===== src/rtl/id_ex_stage.sv =====
// ID/EX pipeline register with operand forwarding and load-use hazard detection.
// Define FORWARDING_EN for the forwarding build; otherwise RAW hazards stall until writeback.
module id_ex_stage #(
    parameter int DATA_WIDTH = 32,
    parameter int REG_AW     = 5
) (
    input  logic                  clk,
    input  logic                  rst_n,
    input  logic                  id_valid,
    input  logic [REG_AW-1:0]     id_rs1,
    input  logic [REG_AW-1:0]     id_rs2,
    input  logic [REG_AW-1:0]     id_rd,
    input  logic [DATA_WIDTH-1:0] id_rd1,
    input  logic [DATA_WIDTH-1:0] id_rd2,
    input  logic [DATA_WIDTH-1:0] id_imm,
    input  logic                  id_alusrc,
    input  logic [2:0]            id_aluctrl,
    input  logic                  id_regwrite,
    input  logic                  id_memread,
    input  logic                  flush,
    input  logic [REG_AW-1:0]     mem_rd,
    input  logic                  mem_regwrite,
    input  logic [DATA_WIDTH-1:0] mem_result,
    input  logic [REG_AW-1:0]     wb_rd,
    input  logic                  wb_regwrite,
    input  logic [DATA_WIDTH-1:0] wb_result,
    output logic                  stall_id,
    output logic                  ex_valid,
    output logic [2:0]            ALUctrl,
    output logic [DATA_WIDTH-1:0] ALUop1,
    output logic [DATA_WIDTH-1:0] ALUop2,
    output logic [DATA_WIDTH-1:0] ex_store_data,
    output logic [REG_AW-1:0]     ex_rd,
    output logic                  ex_regwrite,
    output logic                  ex_memread
);

    logic [REG_AW-1:0]     rs1_q, rs2_q, rd_q;
    logic [DATA_WIDTH-1:0] rd1_q, rd2_q, imm_q;
    logic                  alusrc_q, regwrite_q, memread_q;
    logic [2:0]            aluctrl_q;

    logic load_use, hz, bubble;
    logic [DATA_WIDTH-1:0] fwd_rs1, fwd_rs2;

    // True when the ID instruction reads a non-zero register r.
    function automatic logic id_reads(input logic v, input logic [REG_AW-1:0] s1,
                                      input logic [REG_AW-1:0] s2, input logic [REG_AW-1:0] r);
        return v && (r != '0) && ((s1 == r) || (s2 == r));
    endfunction

    // The rs2 compare ignores id_alusrc on purpose: a spurious stall is cheaper than a missed one.
    assign load_use = ex_valid && memread_q && id_reads(id_valid, id_rs1, id_rs2, rd_q);

`ifdef FORWARDING_EN
    function automatic logic [DATA_WIDTH-1:0] fwd(input logic [REG_AW-1:0] rs,
                                                  input logic [DATA_WIDTH-1:0] latched,
                                                  input logic [REG_AW-1:0] m_rd, input logic m_rw,
                                                  input logic [DATA_WIDTH-1:0] m_res,
                                                  input logic [REG_AW-1:0] w_rd, input logic w_rw,
                                                  input logic [DATA_WIDTH-1:0] w_res);
        if (m_rw && (m_rd != '0) && (m_rd == rs))
            return m_res;
        else if (w_rw && (w_rd != '0) && (w_rd == rs))
            return w_res;
        else
            return latched;
    endfunction

    assign hz      = load_use;
    assign fwd_rs1 = fwd(rs1_q, rd1_q, mem_rd, mem_regwrite, mem_result, wb_rd, wb_regwrite, wb_result);
    assign fwd_rs2 = fwd(rs2_q, rd2_q, mem_rd, mem_regwrite, mem_result, wb_rd, wb_regwrite, wb_result);
`else
    logic raw_ex, raw_mem;
    logic unused_nofwd;

    // Without bypassing, any producer still in EX or MEM must retire before ID may issue.
    assign raw_ex  = ex_valid && regwrite_q && id_reads(id_valid, id_rs1, id_rs2, rd_q);
    assign raw_mem = mem_regwrite && id_reads(id_valid, id_rs1, id_rs2, mem_rd);
    assign hz      = load_use || raw_ex || raw_mem;
    assign fwd_rs1 = rd1_q;
    assign fwd_rs2 = rd2_q;
    assign unused_nofwd = ^{mem_result, wb_rd, wb_regwrite, wb_result, rs1_q, rs2_q};
`endif

    // Handshake: stall_id holds PC and IF/ID; while it is high the ID instruction is not
    // consumed and a bubble enters EX. flush squashes ID outright, so it never stalls.
    assign stall_id = hz && !flush;
    assign bubble   = flush || hz;

    always_ff @(posedge clk or negedge rst_n) begin
        if (!rst_n) begin
            ex_valid   <= 1'b0;
            rs1_q      <= '0;
            rs2_q      <= '0;
            rd_q       <= '0;
            rd1_q      <= '0;
            rd2_q      <= '0;
            imm_q      <= '0;
            alusrc_q   <= 1'b0;
            aluctrl_q  <= 3'b000;
            regwrite_q <= 1'b0;
            memread_q  <= 1'b0;
        end else if (bubble) begin
            ex_valid   <= 1'b0;
            rs1_q      <= '0;
            rs2_q      <= '0;
            rd_q       <= '0;
            rd1_q      <= '0;
            rd2_q      <= '0;
            imm_q      <= '0;
            alusrc_q   <= 1'b0;
            aluctrl_q  <= 3'b000;
            regwrite_q <= 1'b0;
            memread_q  <= 1'b0;
        end else begin
            ex_valid   <= id_valid;
            rs1_q      <= id_rs1;
            rs2_q      <= id_rs2;
            rd_q       <= id_rd;
            rd1_q      <= id_rd1;
            rd2_q      <= id_rd2;
            imm_q      <= id_imm;
            alusrc_q   <= id_alusrc;
            aluctrl_q  <= id_aluctrl;
            regwrite_q <= id_regwrite;
            memread_q  <= id_memread;
        end
    end

    assign ALUctrl       = aluctrl_q;
    assign ALUop1        = fwd_rs1;
    assign ALUop2        = alusrc_q ? imm_q : fwd_rs2;
    assign ex_store_data = fwd_rs2;
    assign ex_rd         = rd_q;
    assign ex_regwrite   = regwrite_q && ex_valid;
    assign ex_memread    = memread_q && ex_valid;

endmodule


===== config.mk =====
export PLATFORM = sky130hd
export DESIGN_NAME = id_ex_stage
export DESIGN_NICKNAME = d
export VERILOG_FILES = /design/src/rtl/id_ex_stage.sv
export SDC_FILE = /design/constraint.sdc
export NUM_CORES = 1
export LEC_CHECK = 0
export BUFFER_PORTS_ARGS = -buffer_cell sky130_fd_sc_hd__buf_4
export CELL_PAD_IN_SITES_DETAIL_PLACEMENT = 0
export CELL_PAD_IN_SITES_GLOBAL_PLACEMENT = 2
export CORE_ASPECT_RATIO = 0.6
export CORE_MARGIN = 2
export CORE_UTILIZATION = 23
export DETAILED_ROUTE_END_ITERATION = 10
export PLACE_DENSITY_LB_ADDON = 0.3
export SYNTH_ARGS = -nofsm -noshare
export SYNTH_HDL_FRONTEND = slang
export SYNTH_SLANG_ARGS = --single-unit
export TNS_END_PERCENT = 50

===== constraint.sdc =====
create_clock -name clk -period 2.4 [get_ports clk]
set_clock_uncertainty 0.2 [all_clocks]
set_input_delay 0.12 -clock clk [delete_from_list [all_inputs] [get_ports clk]]
set_output_delay 0.12 -clock clk [all_outputs]
set_load 0.1 [all_outputs]

==> run_results.csv <==
group,metric,value,unit
clock_tree,htreeDepth,3,
critical_path,critPathLaunchType,"flip-flop",
power_and_ir_drop,power-per-cell-area,659,mW/mm^2
timing,relSlewSlack,0.659,
clock_tree,cts_setup_buffers,0,
logic_synthesis,synth_edf_count,0,
layout,finish.utilization,0.437,
layout,nets,846,
logic_synthesis,synth_cells,304,
layout,multi_input_area,0.00135,sq mm
timing,hold_ws,0.0931,ns
route,wire_per_inst,14.1,um
route,dr.pass1.iters,4,
clock_tree,ctsHoldBuffers,109,
timing,tightest_slew,0.512,ns
logic_synthesis,yosysWarnings,0,
global_route,grt_pass1_vias,3857,
timing,timing.fmax,441,MHz
clock_tree,cts_buffers,9,
timing,finalMaxSlewViolations,0,
die,num_rows,37,
layout,seq_area,0.00271,sq mm
logic_synthesis,synth.distinct_cells,18,
critical_path,cpMaxStageDelayCell,"dfrtp_2",
global_route,grt_util_all_layers,0.133,
logic_synthesis,syn_area_per_cell,13.6,sq um
layout,area_growth,83.7,%
timing,layout_setup_ws,0.134,ns
die,die_x,177,um
logic_synthesis,yosys-top-cells-area,"dfrtp_1 (65%), and2_1 (17%), mux2_2 (8.7%)",
die,pin_count,305,
critical_path,worst-path-max-fanout,4,
route,num_vias,3481,
die,core,0.0174,sq mm
layout,stdcell_count,888,
critical_path,worstPathCellList,"xnor2_1 > nand3_1 > o22ai_1 > a22oi_1 > nor2_4 > buf_4",
route,ant_nets,0,
power_and_ir_drop,ir_drop,0.000330,V
timing,hold_violations,0,
power_and_ir_drop,leakage,3.70,nW
route,drc,0,
critical_path,endpoint_kind,"output pin",
clock_tree,root_buffer,"clkbuf_16",
job,maxCapViolCount,0,
timing,setup_violations,0,
hold_path,min_path_type,"in -> async",
place,io_buffers,234,
route,wirelength,12500,um
layout,n_fill_cell,1642,
critical_path,max_stage_delay,0.44,ns
logic_synthesis,syn_nets,501,
die,die_h,108,um
clock_tree,clock_path_buffers,2,
global_route,antenna_found_initial,0,
clock_tree,clock_latency,0.34,ns
global_route,overflow,0,
logic_synthesis,seq_area_frac_synth,0.655,
route,drt_iter0_drc,145,
logic_synthesis,yosysMostFrequentCell,"and2_1",
timing,finalSetupTns,0,ns
logic_synthesis,synth_commonest_cells,"and2_1 (110), dfrtp_1 (108), mux2_2 (32)",
die,start_util,0.238,
logic_synthesis,ys_seq_elements,108,
timing,rsz0062_at_grt,"false",
place,dpl.hpwl,8840,um
clock_tree,cts_sinks,108,
logic_synthesis,synth_top_area_frac,0.655,
global_route,grt_max_degree,60,
logic_synthesis,syn_area,0.00413,sq mm
critical_path,crit_type,"reg -> out",
place,gp_congestion,0.752,
critical_path,crit_required,2.08,ns
logic_synthesis,synth_flop_cell,"dfrtp_1",
critical_path,arrival,1.95,ns
clock_tree,cts_tree,"done",
timing,period_share,0.944,
die,die_area,0.0191,sq mm
logic_synthesis,synthArstFlopShare,1.00,
layout,stdcell_area,0.00758,sq mm
place,postPlaceCellArea,0.00621,sq mm
timing,fin_crit,2.27,ns
run_status,status,"complete, no violations",
layout,insertedDiodeCount,0,
power_and_ir_drop,finalPower,5.00,mW
logic_synthesis,synth_top_area_cell,"dfrtp_1",
place,placedCellCount,763,
route,via_per_inst,3.92,
place,dp_slack,0.323,ns
clock_tree,cts_resized,0,
clock_tree,clkTransAtPathRegs,0.08,ns
global_route,grt_pass1_wl,19500,um
layout,drive_gt1_frac,0.453,
sequential cells by signal (all words and copies together) (netlist names):
name,count
ALUctrl,3
ALUop1,32
alusrc_q,1
ex_rd,5
ex_store_data,32
ex_valid,1
imm_q,32
memread_q,1
regwrite_q,1
worst paths after layout:
check | slack, ns | end | cells after the start | from
worst max-delay path | 0.13 | stall_id | 6 | ex_rd[4]
worst min-delay path | 0.09 | ALUop1[4] | 2 | rst_n
worst max register to register | 0.47 | ex_store_data[14] | 6 | ex_rd[0]
worst min register to register | 1.02 | ex_valid | 5 | memread_q
max in group asynchronous | 1.24 | imm_q[5] | 3 | rst_n
min in group clk | 0.13 | ex_valid | 4 | flush
layout by cell type, fill, tap and decap left out, types with 2 or more instances in the layout:
master and n:
clkinv_2 2, buf_4 236, and2_1 110, dlygate4sd3_1 109
dfrtp_2 6, mux2_2 32, o22ai_1 2, nand2_1 4
dfrtp_1 102, clkbuf_16 9, inv_6 4, buf_12 4
nand3_1 4, xnor2_1 20
power breakdown:
group	leakage [nW]	switching (mW)	internal (mW)
logic	2.18	1.09	0.519
registers	1.39	0.0445	1.92
clock network	0.143	0.701	0.724
routing by layer:
metal	GRT usage	share of wire	vias up
met2	0.214	0.46	143
met4	0.0331	0.011	0
met5	0	0	-
li1	-	-	1657
met1	0.162	0.43	1670
met3	0.0583	0.097	11
final cells by class:
cell class	count	share of cell area
Tap cell	234	0.0386
Clock buffer	9	0.0297
Timing Repair Buffer	349	0.388
Sequential cell	108	0.357
Multi-Input combinational cell	181	0.179
Clock inverter	7	0.00743
worst max-delay path, delay by kind of cell (launching register included):
family	cells	cell delay, ns
simple gates	2	0.19
buf+inv	1	0.29
flops	1	0.44
xor+xnor	1	0.17
compound gates	2	0.51
logic make-up (layout without fill, tap and decap cells):
group / count (synthesis) / in the layout / share of synthesized area
mux: 32 / 32 / 0.0873
simple gates: 122 / 122 / 0.180
flops: 108 / 108 / 0.655
compound gates: 7 / 7 / 0.0167
buf+inv: 15 / 365 / 0.0191
xor+xnor: 20 / 20 / 0.0424
Power figures use the tool's default switching activity.
